## config.mk

```make
export PLATFORM = sky130hd
export DESIGN_NAME = cdrive_sync_receiver
export DESIGN_NICKNAME = d
export VERILOG_FILES = /design/src/rtl/cdrive_sync_receiver.sv
export SDC_FILE = /design/constraint.sdc
export NUM_CORES = 1
export LEC_CHECK = 0
export ABC_CLOCK_PERIOD_IN_PS = 5200
export BUFFER_PORTS_ARGS = -buffer_cell sky130_fd_sc_hd__buf_2
export CAP_MARGIN = 30
export CORE_MARGIN = 2
export CORE_UTILIZATION = 62
export CTS_CLUSTER_SIZE = 10
export DETAILED_ROUTE_END_ITERATION = 16
export PLACE_DENSITY_LB_ADDON = 0.08
export RECOVER_POWER = 25
export SLEW_MARGIN = 30
export SYNTH_ARGS = -nofsm -noshare
export SYNTH_HDL_FRONTEND = slang
export SYNTH_SLANG_ARGS = --single-unit
```

## constraint.sdc

```tcl
create_clock -name clk -period 5.2 [get_ports clk]
set_input_delay 0.52 -clock clk [delete_from_list [all_inputs] [get_ports clk]]
set_output_delay 0.52 -clock clk [all_outputs]
set_load 0.01 [all_outputs]
```

## src/rtl/cdrive_sync_receiver.sv

```systemverilog
// Clocked receiver for the 2-phase drive/free handshake. Each i_drive transition offers one
// bundled word; it is synchronized, written into a small FIFO and presented on a valid/ready
// port. The o_free acknowledge is withheld while the FIFO is full.
// Optional build macro CDRV_RX_ERR_EN: builds the sticky protocol-violation detector on o_err.
module cdrive_sync_receiver #(
   parameter int unsigned DATA_W      = 32,
   parameter int unsigned DEPTH       = 4,
   parameter int unsigned SYNC_STAGES = 2
) (
   input  logic                       clk,
   input  logic                       rstn,
   input  logic                       i_drive,
   input  logic [DATA_W-1:0]          i_data,
   output logic                       o_free,
   output logic                       o_valid,
   output logic [DATA_W-1:0]          o_data,
   input  logic                       i_ready,
   output logic [$clog2(DEPTH+1)-1:0] o_count,
   output logic                       o_err
);

   localparam int unsigned PW = $clog2(DEPTH);
   localparam int unsigned CW = $clog2(DEPTH + 1);
   localparam logic [CW-1:0] Full = CW'(DEPTH);

   typedef enum logic {StIdle, StHold} state_e;

   logic [SYNC_STAGES-1:0] sync_q;
   logic                   drive_dly_q;
   logic                   req;
   logic                   pop;
   logic                   push;
   logic                   full;

   logic [DATA_W-1:0]      mem_q [DEPTH];
   logic [PW-1:0]          wr_ptr_q;
   logic [PW-1:0]          rd_ptr_q;
   logic [PW-1:0]          rd_ptr_d;
   logic [CW-1:0]          count_q;
   logic [CW-1:0]          count_d;
   logic                   valid_q;
   logic                   valid_d;
   logic [DATA_W-1:0]      data_q;
   logic [DATA_W-1:0]      data_d;

   state_e                 state_q;
   state_e                 state_d;
   logic                   free_toggle;
   logic                   toggle_q;
   logic                   free_q;

   // Synchronize the request phase and keep a delayed copy for edge detection
   always_ff @(posedge clk or negedge rstn) begin
      if (!rstn) begin
         sync_q      <= '0;
         drive_dly_q <= 1'b0;
      end else begin
         sync_q      <= {sync_q[SYNC_STAGES-2:0], i_drive};
         drive_dly_q <= sync_q[SYNC_STAGES-1];
      end
   end

   assign req  = sync_q[SYNC_STAGES-1] ^ drive_dly_q;
   assign pop  = valid_q & i_ready;
   assign full = (count_q == Full);
   // A request into a full FIFO is only accepted if a pop frees the slot on the same edge
   assign push = req & (~full | pop);

   // Next occupancy, read pointer and registered head word
   always_comb begin
      count_d = count_q;
      case ({push, pop})
         2'b10:   count_d = count_q + CW'(1);
         2'b01:   count_d = count_q - CW'(1);
         default: count_d = count_q;
      endcase
      rd_ptr_d = rd_ptr_q + PW'(pop);
      // A word written on this edge becomes visible one edge later
      valid_d  = (count_q - CW'(pop)) != '0;
      data_d   = valid_d ? mem_q[rd_ptr_d] : data_q;
   end

   // Storage array; contents are only meaningful under the pointers, so no reset
   always_ff @(posedge clk) begin
      if (push) begin
         mem_q[wr_ptr_q] <= i_data;
      end
   end

   // Pointers, occupancy and head-word registers
   always_ff @(posedge clk or negedge rstn) begin
      if (!rstn) begin
         wr_ptr_q <= '0;
         rd_ptr_q <= '0;
         count_q  <= '0;
         valid_q  <= 1'b0;
         data_q   <= '0;
      end else begin
         if (push) begin
            wr_ptr_q <= wr_ptr_q + PW'(1);
         end
         rd_ptr_q <= rd_ptr_d;
         count_q  <= count_d;
         valid_q  <= valid_d;
         data_q   <= data_d;
      end
   end

   // Free-generation state register
   always_ff @(posedge clk or negedge rstn) begin
      if (!rstn) begin
         state_q <= StIdle;
      end else begin
         state_q <= state_d;
      end
   end

   // Free-generation next state: hold the acknowledge once the last slot is taken
   always_comb begin
      state_d = state_q;
      case (state_q)
         StIdle:  if (push && (count_d == Full)) state_d = StHold;
         StHold:  if (pop) state_d = StIdle;
         default: state_d = StIdle;
      endcase
   end

   // Free-generation output: request an acknowledge toggle for the next edge
   always_comb begin
      free_toggle = 1'b0;
      case (state_q)
         StIdle:  free_toggle = push && (count_d != Full);
         StHold:  free_toggle = pop;
         default: free_toggle = 1'b0;
      endcase
   end

   // Apply the acknowledge toggle one edge after it was decided
   always_ff @(posedge clk or negedge rstn) begin
      if (!rstn) begin
         toggle_q <= 1'b0;
         free_q   <= 1'b0;
      end else begin
         toggle_q <= free_toggle;
         free_q   <= free_q ^ toggle_q;
      end
   end

`ifdef CDRV_RX_ERR_EN
   logic viol;
   logic err_q;

   assign viol = req & full & ~pop;

   // Sticky violation flag, cleared only by reset
   always_ff @(posedge clk or negedge rstn) begin
      if (!rstn) begin
         err_q <= 1'b0;
      end else if (viol) begin
         err_q <= 1'b1;
      end
   end

   assign o_err = err_q;
`else
   assign o_err = 1'b0;
`endif

   assign o_free  = free_q;
   assign o_valid = valid_q;
   assign o_data  = data_q;
   assign o_count = count_q;

endmodule

```

## Word level (Yosys, flattened, before mapping)

Memories as Yosys holds them, arrays and structs flattened. A register that Yosys moved wholly into a read port is not among the register bits.
Cells that the tools add are included.

- $add $sub $neg: 5
- Equality and inequality tests: 5
- Mux-type cells: 7
- Bitwise logic cells: 7
- Reduce and logical (&&, ||, !) cells: 4

Operators by type and width:

| cell | number |
|---|---|
| 3-bit equality test (second input constant) | 2 |
| 3-bit case mux with 2 select lines | 1 |
| 1-bit two-way mux | 4 |
| 1-bit case mux with 2 select lines | 2 |
| 3-bit by 1-bit adder with 3-bit output (second input constant) | 1 |
| 3-bit inequality test (second input constant) | 1 |
| 3-bit nonzero test | 1 |
| 3-bit by 1-bit subtractor with 3-bit output | 1 |
| 3-bit by 1-bit subtractor with 3-bit output (second input constant) | 1 |
| 2-bit by 1-bit adder with 2-bit output | 1 |
| 2-bit by 1-bit adder with 2-bit output (second input constant) | 1 |
| 1-bit bitwise AND | 2 |
| 2-bit by 1-bit equality test with 1-bit output (second input constant) | 1 |
| 2-bit equality test (second input constant) | 1 |
| 1-bit logical AND | 2 |
| 1-bit inverter | 2 |
| 1-bit bitwise XOR | 2 |
| 1-bit logical NOT | 1 |
| 1-bit OR | 1 |

- Flip-flop bits (word level): 14
- Bits in writable memories: 128
- Output and inout bits: 38
- Memories: 1

Memory list:

| name | words | width | read ports | clocked after memory_dff | write ports | RTL line | text |
|---|---|---|---|---|---|---|---|
| mem_q | 4 | 32 | 1 | 1 | 1 | 35 | `logic [DATA_W-1:0] mem_q [DEPTH];` |

## Longest topological paths before layout

Gate-level depths: netlist of run 1.

- Word-level depth: 10
- Gate-level depth with buffers: 8
- Gate-level depth less buffers: 7

## Least setup slack after synthesis of run 1

No wires, ideal clock.

- Path kind: input to register
- Start: in i_ready
- End: reg data_q[0] (netlist: o_data[0]) (read register of mem_q)
- Arrival: 2242 ps
- Required time: 5075 ps
- Slack: 2833 ps
- Cell stages on the path: 7
- Cells stage by stage: nand2_1 clkinv_1 ha_1 buf_6 buf_6 mux4_2 mux2_4

RTL lines:

| element | RTL line | text |
|---|---|---|
| start: declaration | 17 | `input logic i_ready,` |
| 1-bit bitwise AND | 64 | `assign pop = valid_q & i_ready;` |
| 2-bit by 1-bit adder with 2-bit output | 77 | `rd_ptr_d = rd_ptr_q + PW'(pop);` |
| via rd_ptr_d[0] | 38 | `logic [PW-1:0] rd_ptr_d;` |
| end: declaration | 43 | `logic [DATA_W-1:0] data_q;` |

The timed path passes the listed nets, and every way through them passes these cells.
A chain may end at the register's enable or synchronous reset.

## Worst setup path after layout of run 1

- Start: reg valid_q (netlist: o_valid)
- End: reg data_q[20] (netlist: o_data[20]) (read register of mem_q)

RTL lines:

| element | RTL line | text |
|---|---|---|
| start: declaration | 41 | `logic valid_q;` |
| start signal: assignment | 104 | `valid_q <= valid_d;` |
| 1-bit bitwise AND | 64 |  |
| 2-bit by 1-bit adder with 2-bit output | 77 |  |
| via rd_ptr_d[0] | 38 |  |

The timed path passes the listed nets, and every way through them passes these cells.

==> results.md, run 1 <==
- The run finished with clean final reports.
- In this run the mean area of a mapped cell was 22.33 sq um.
- The element type at the critical path start is a flop.
- The worst-case IR drop observed on VDD is 0.3449 mV.
- The count of port buffers added during placement is 72.
- The count of final hold-check violations is 0.
- The family with the most delay on the worst path is adder cells.
- The region available for standard cell placement spans 10370 sq um.
- The analysis attributes to cell leakage a power of 2.833 nW.
- The share of final-layout standard cells stronger than drive strength 1 is 38.38%.
- Max-cap violations in this run came to 0.
- For this design the top-level I/O count stands at 74.
- The global placer's final weighted congestion is 0.7582.
- In the synthesized netlist, the number of instances is 299.
- Entering global routing, the biggest net connects 47 pins.
- The layout overhead on the synthesized area is 15.59%.
- The first global-routing pass estimated 17410 um of wire.
- The class of the worst hold path is input pin to async pin.
- Setup violations remaining at the end of the flow were counted as 0.
- The number of resized instances in the post-cts repair step is 0.
- The worst-skew pair later-pin latency is 0.53 ns.
- The post-layout net count is 426.
- In this run the remaining antenna-violating nets after routing total 0.
- The worst setup path is of the flop to flop kind.
- The total routed wirelength is 11030 um.
- The via count of the first global-routing pass was 3230.
- The number of nets handed over by synthesis was 342.
- The pin slew with the least headroom to its limit is 0.9296 ns.
- Clock-pin slew was measured on the worst setup and hold paths at 0.06 ns.
- Dividing total power by cell area gives a power density of 676.5 nW/um^2.
- For the finished layout, the period the worst path requires is 3.106 ns.
- The H-tree was split into 4 levels.
- The die boundary width is 107.8 um.
- In the finished design, the share of the clock period the worst path needs comes to 59.74%.
- The count of hold buffers inserted by post-cts repair is 0.
- Walking the worst path, the cells encountered are nand2_1, clkinv_1, ha_2, buf_4, mux4_2, mux2_4.
- The number of buffers created by CTS is 17.
- Yosys attributes the largest share of cell area to edfxtp_1 58%, dfrtp_1 17%, mux4_2 11%.
- The final setup TNS is 0 ns.
- The clock passes through at most 2 buffers.
- TritonCTS built the clock tree.
- The largest driver fanout on the critical path is 25.
- The post-synthesis register bit count is 174.
- The wire-length estimate of the detail-placed layout is 6142 um.
- The initial antenna violation count is 0.
- The type of element capturing the critical path is a flop.
- After detailed routing, the number of remaining DRC violations is 0.
- The number of DRC violations after detailed-routing iteration 0 is 168.
- The mapped netlist covers 6676 sq um.
- The max-slew violation count came to 0.
- The number of antenna cells inserted is 0.
- Global routing used 21.06% of the available tracks across all layers.
- For this run, the register share of the synthesized area comes to 74.81%.
- The tightest hold margin is 0.08317 ns.
- The setup clock skew after layout is 0.009220 ns.
- On the worst path, the slowest cell contributes a delay of 1.01 ns.
- The first-pass iteration count of the detailed router is 4.
- In this run the tightest slew margin relative to its limit is 38.03%.
- Total power for the finished layout comes to 5.221 mW.
- Buffers added to address setup during post-CTS repair amount to 0.
- The finished cells cover 7717 sq um.
- The initial cell density of the core is 64.38%.
- Once placement finished, the instance area stood at 7118 sq um.
- In the routed layout, each cell is associated on average with a via count of 5.695.
- In this run the vertical extent of the chip is 107.8 um.
- The master cell of the clock root buffer is clkbuf_8.
- At the worst endpoint, the arrival time is 3.51 ns.
- Data on the critical path is required at its endpoint by 5.61 ns.
- The peak clock frequency supported by timing is 321.9 MHz.
- edfxtp_1 takes more of the synthesized area than any other cell.
- The total clock sinks is 174.
- Setup repair after global routing left no endpoint under its margin.
- The total global routing overflow is 0.
- On the critical path, the stage with the largest delay is an instance of ha_2.
- Row generation in the floorplan step produced 37 rows.
- In this run the biggest area consumer among cell types represents 57.57% of the synthesized area.
- The share of the core filled with cells in the final layout is 74.42%.
- The number of distinct library cells after synthesis is 29.
- The number of cells on the worst reg-to-reg path is 6.
- The die covers 11610 sq um.
- The buffers plus inverters on the worst setup path is 2.
- The count of synthesis-stage warnings from yosys is 0.
- The overall via count from detail_route is 3030.
- The depth of the critical timing path with buffers and inverters included is 6.
- The post-detailed-route wirelength per cell is 20.73 um.
synthesized netlist by cell type (all sizes together):
cell type    n
o21ai        2
clkinv       1
conb         1
nor3b        3
inv          6
dfrtp       46
and2         4
fa           1
xor2         1
xnor2        6
a41oi        2
and3         1
buf         12
mux4        32
edfxtp     128
o41ai        1
mux2i        1
mux2        32
nor3         3
ha           6
nand2        4
a21oi        4
nor2         1
nand3        1
sequential cells by signal (all words and copies together) (netlist names), 2 cells and up:
register,flops
mem_q,128
o_data,32
o_count,3
rd_ptr_q,2
sync_q,2
wr_ptr_q,2
metrics by stage:
step,instances,worst slack (ns)
final,532,2.094
after global routing,532,1.822
after CTS,531,2.021
after detailed placement,499,1.795
after global placement,499,1.841
after floorplan,299,2.833
per-layer routing:
metal / wire length [um] / vias to the layer above / track usage (%)
met5: 0 / - / 0
met4: 144 / 0 / 8.516
met3: 482 / 13 / 4.843
met2: 5727 / 84 / 35.04
met1: 4673 / 1580 / 27.17
li1: - / 1353 / -
layout make-up:
cell class                      count  area [sq um]
Multi-Input combinational cell    106          1536
Inverter                            7         26.28
Clock inverter                     13         170.2
Timing Repair Buffer               77         387.9
Fill cell                         606          2653
Tap cell                          136         170.2
Sequential cell                   174          4995
Clock buffer                       19         431.7
power breakdown:
group	switching (mW)	leakage, nW	internal, mW
combinational	0.827	0.833	1.04
clock	0.490	0.290	0.786
sequential	0.162	1.71	1.92
placed cells by master, fill, tap and decap left out, types with 5 or more instances in the layout:
| cell type | count |
|---|---|
| ha_1 | 5 |
| clkbuf_1 | 25 |
| dfrtp_1 | 46 |
| clkbuf_16 | 16 |
| mux2_4 | 29 |
| mux4_2 | 32 |
| buf_2 | 48 |
| inv_1 | 6 |
| edfxtp_1 | 128 |
| xnor2_1 | 5 |
final timing paths:
path,from,to,slack [ns]
worst max-delay path,o_valid$_DFF_PN0_,o_data[20]$_DFFE_PN0P_,2.09
max in group asynchronous,rstn,o_data[21]$_DFFE_PN0P_,4.69
worst min-delay path,rstn,o_data[27]$_DFFE_PN0P_,0.08
worst min register to register,sync_q[0]$_DFF_PN0_,sync_q[1]$_DFF_PN0_,0.36
worst max register to register,o_valid$_DFF_PN0_,o_data[20]$_DFFE_PN0P_,2.09
min in group clk,i_drive,sync_q[0]$_DFF_PN0_,0.11
cells by family after synthesis:
group                      share of synthesized area (%)
AOI/OAI and AO/OA                                 0.8434
other                                            0.05617
DFF                                                74.81
buffers and inverters                              2.474
and+or+nand+nor                                    1.387
muxes                                              17.97
xor gates and xnor gates                           1.031
adders and majority gates                          1.424
Power figures use the tool's default switching activity.
==> inputs of run 2 (changes only) <==
- ABC_CLOCK_PERIOD_IN_PS: 5200 -> 3000
- CORE_UTILIZATION: 62 -> 58
- clock period: 5.2 -> 3 ns (I/O delays scaled with it)
==> run 2 against run 1 <==
Via count grew 0.79%. Clock skew is 0.0020 ns lower. Flip-flop and latch count stayed put. First-iteration DRC count down 7.1%. Utilization is 4.7 points lower. Largest power group unchanged.
==> results.md, run 2 (same netlist as run 1, synthesis figures left out) <==
- The run finished with clean final reports.
- The first global-routing pass estimated 17220 um of wire.
- In this design, the stage delay of the slowest critical-path cell is 0.64 ns.
- The worst slack at placement is 0.3631 ns.
- The endpoint required time on the critical path is 3.30 ns.
- The element type at the critical path start is a flop.
- Entering global routing, the biggest net connects 39 pins.
- The clock reaches the later pin of the worst-skew pair after 0.42 ns.
- The via count of the first global-routing pass was 3208.
- After layout, the worst path uses 86.70% of the clock period.
- The overall via count from detail_route is 3054.
- The flip-flop count of the largest register after layout is 128.
- Counting flops per register, the top entry is mem_q.
- IR analysis of the VDD net gives a maximum drop of 0.6956 mV.
- The total length of routed met3 wires is 427 um.
- The first TritonRoute pass finished after 4 iterations.
- After the last flow step, the layout net total stands at 435.
- The final HPWL from detailed placement is 6516 um.
- The setup slack after layout is 0.3990 ns.
- The type of the setup path with the least slack is flop to flop.
- The count of final hold-check violations was 0.
- The type of element capturing the critical path is a flop.
- The sum of met2 wire segment lengths after detailed routing is 5494 um.
- The largest driver fanout on the critical path is 14.
- The number of DRC violations after detailed-routing iteration 0 is 156.
- Summed over all layers, the global routing overflow is 0.
- The end of the critical path is o_data[14]$_DFFE_PN0P_.
- 74 I/O pins were placed.
- In this run the register-to-register setup slack is 0.40 ns.
- The leakage power is 2.908 nW.
- The number of buffers created by CTS is 17.
- In the routed design, unresolved DRC markers number 0.
- In this run, post-CTS repair resized a total of 0 instances.
- The number of core rows is 39.
- The CTS tree is done.
- In this run the number of H-tree levels came out at 4.
- From bottom edge to top edge, the die measures 111.3 um.
- The worst register-to-register path begins at o_valid$_DFF_PN0_.
- After detailed routing, the number of vias per cell comes to 5.573.
- The final layout contains routed wiring with a total length of 10730 um.
- The overall die area is 12390 sq um.
- The initial antenna violation count is 0.
- At the pin with the least slew margin, the transition time is 0.6719 ns.
- The max-cap violation count is 0.
- Setup repair after global routing left no endpoint under its margin.
- After detailed routing, the average wire length per cell comes to 19.59 um.
- The number of antenna cells inserted is 0.
- The clock slew seen by the registers of the worst setup and hold paths is 0.06 ns.
- For this design, the slowest cell found on the critical path is ha_2.
- The global placer's final weighted congestion is 0.7484.
- Static timing analysis puts the maximum clock frequency at 384.5 MHz.
- The timing startpoint of the critical path is o_valid$_DFF_PN0_.
- The setup clock skew after layout is 0.007253 ns.
- The top routing layer in use is met4.
- The power density over cell area is 1179 nW/um^2.
- The number of nets still failing antenna checks after routing is 0.
- The worst register-to-register path has a depth of 6.
- In the final timing run, aggregate negative setup slack is 0 ns.
- The master cell of the clock root buffer is clkbuf_16.
- The core region is 11320 sq um.
- From left edge to right edge, the die measures 111.3 um.
- The maximum count of clock buffers along a single path is 2.
- The class of the worst hold path is input pin to flop.
- The max-slew violation count came to 0.
- The overall track demand over capacity in global routing is 18.96%.
- For this block, wires on met1 add up to 4577 um.
- In the layout the commonest cells are 128 x edfxtp_1, 46 x dfrtp_1, 45 x buf_2.
- Setup violations remaining at the end of the flow were counted as 0.
- The critical register-to-register path endpoint is o_data[14]$_DFFE_PN0P_.
- The count of port buffers added during placement is 72.
- The share of final-layout standard cells stronger than drive strength 1 is 39.26%.
- The signal arrival time at the worst endpoint is 2.90 ns.
- The initial cell density of the core is 58.97%.
- The final critical path time including I/O delays and setup is 2.601 ns.
- Traced cell by cell, the critical path runs through nand2_1, clkinv_1, ha_2, buf_12, mux4_2, mux2_4.
- The worst slew margin relative to its limit is 54.89%.
- The library cell used most frequently in the layout, excluding fill and tap cells, is edfxtp_1.
- The layout overhead on the synthesized area is 18.16%.
- The clock drives 174 sinks.
-- run 2: cell types whose count changed in the layout (fill, tap and decap cells not counted), sizes merged --
cell | previous run | this run
clkbuf | 43 | 45
clkinv | 8 | 7
bufinv | 4 | 5
dlygate4sd3 | 0 | 2
buf | 53 | 58
-- run 2: how the worst min path moves through the flow --
stage / from / endpoint / slack [ns] / depth (start not counted)
final: i_data[19] / mem_q[2][19]$_DFFE_PP_ / 0.1 / 1
after detailed placement: sync_q[0]$_DFF_PN0_ / sync_q[1]$_DFF_PN0_ / 0.35 / 0
after global placement: sync_q[0]$_DFF_PN0_ / sync_q[1]$_DFF_PN0_ / 0.34 / 0
after global routing: i_data[5] / mem_q[1][5]$_DFFE_PP_ / 0.1 / 1
after CTS: rstn / o_data[20]$_DFFE_PN0P_ / 0.04 / 1
after floorplan: rstn / drive_dly_q$_DFF_PN0_ / 0.004 / 0
-- run 2: critical path, delay by kind of cell (launching register included) --
| kind | cells | cell delay [ns] |
|---|---|---|
| mux | 2 | 0.78 |
| flops | 1 | 0.38 |
| buf+inv | 2 | 0.50 |
| simple gates | 1 | 0.18 |
| fa+ha+maj | 1 | 0.64 |
-- run 2: cell type report --
| cell class | count | area (sq um) |
|---|---|---|
| clock buffers | 19 | 442.9 |
| clock inverters | 13 | 193.9 |
| fillers | 745 | 3432 |
| inverters | 7 | 26.28 |
| multi-input cells | 106 | 1536 |
| flip-flops and latches | 174 | 4995 |
| well taps | 143 | 178.9 |
| repair buffers | 86 | 515.5 |
-- run 2: metrics by stage --
step | area (sq um) | power, mW | hold slack (ns) | std cells | util [%]
6_report | 7889 | 9.300 | 0.09808 | 548 | 69.68
5_1_grt | 7889 | 9.774 | 0.09674 | 548 | 69.68
4_1_cts | 7909 | 9.432 | 0.04393 | 547 | 69.86
3_5_place_dp | 7262 | 7.080 | 0.3459 | 514 | 64.15
3_3_place_gp | 7262 | 6.982 | 0.3350 | 514 | 64.15
2_1_floorplan | 6676 | 6.211 | 0.004409 | 299 | -
-- run 2: report_power, final --
part | leakage, nW | switching [mW] | internal (mW) | total, mW
registers | 1.71 | 0.273 | 3.32 | 3.59
clock network | 0.310 | 0.850 | 1.49 | 2.34
logic | 0.888 | 1.44 | 1.93 | 3.37
total | 2.91 | 2.57 | 6.73 | 9.30
-- run 2: routing by layer --
layer	GRT usage, %	vias to the layer above
met5	0	-
met4	8.642	0
met3	5.249	21
met2	30.81	74
met1	24.11	1587
li1	-	1372
-- run 2: repair_timing --
action                                 CTS  global route
setup buffers                            0             0
hold buffers                             1             1
endpoints found under the hold margin    1            37
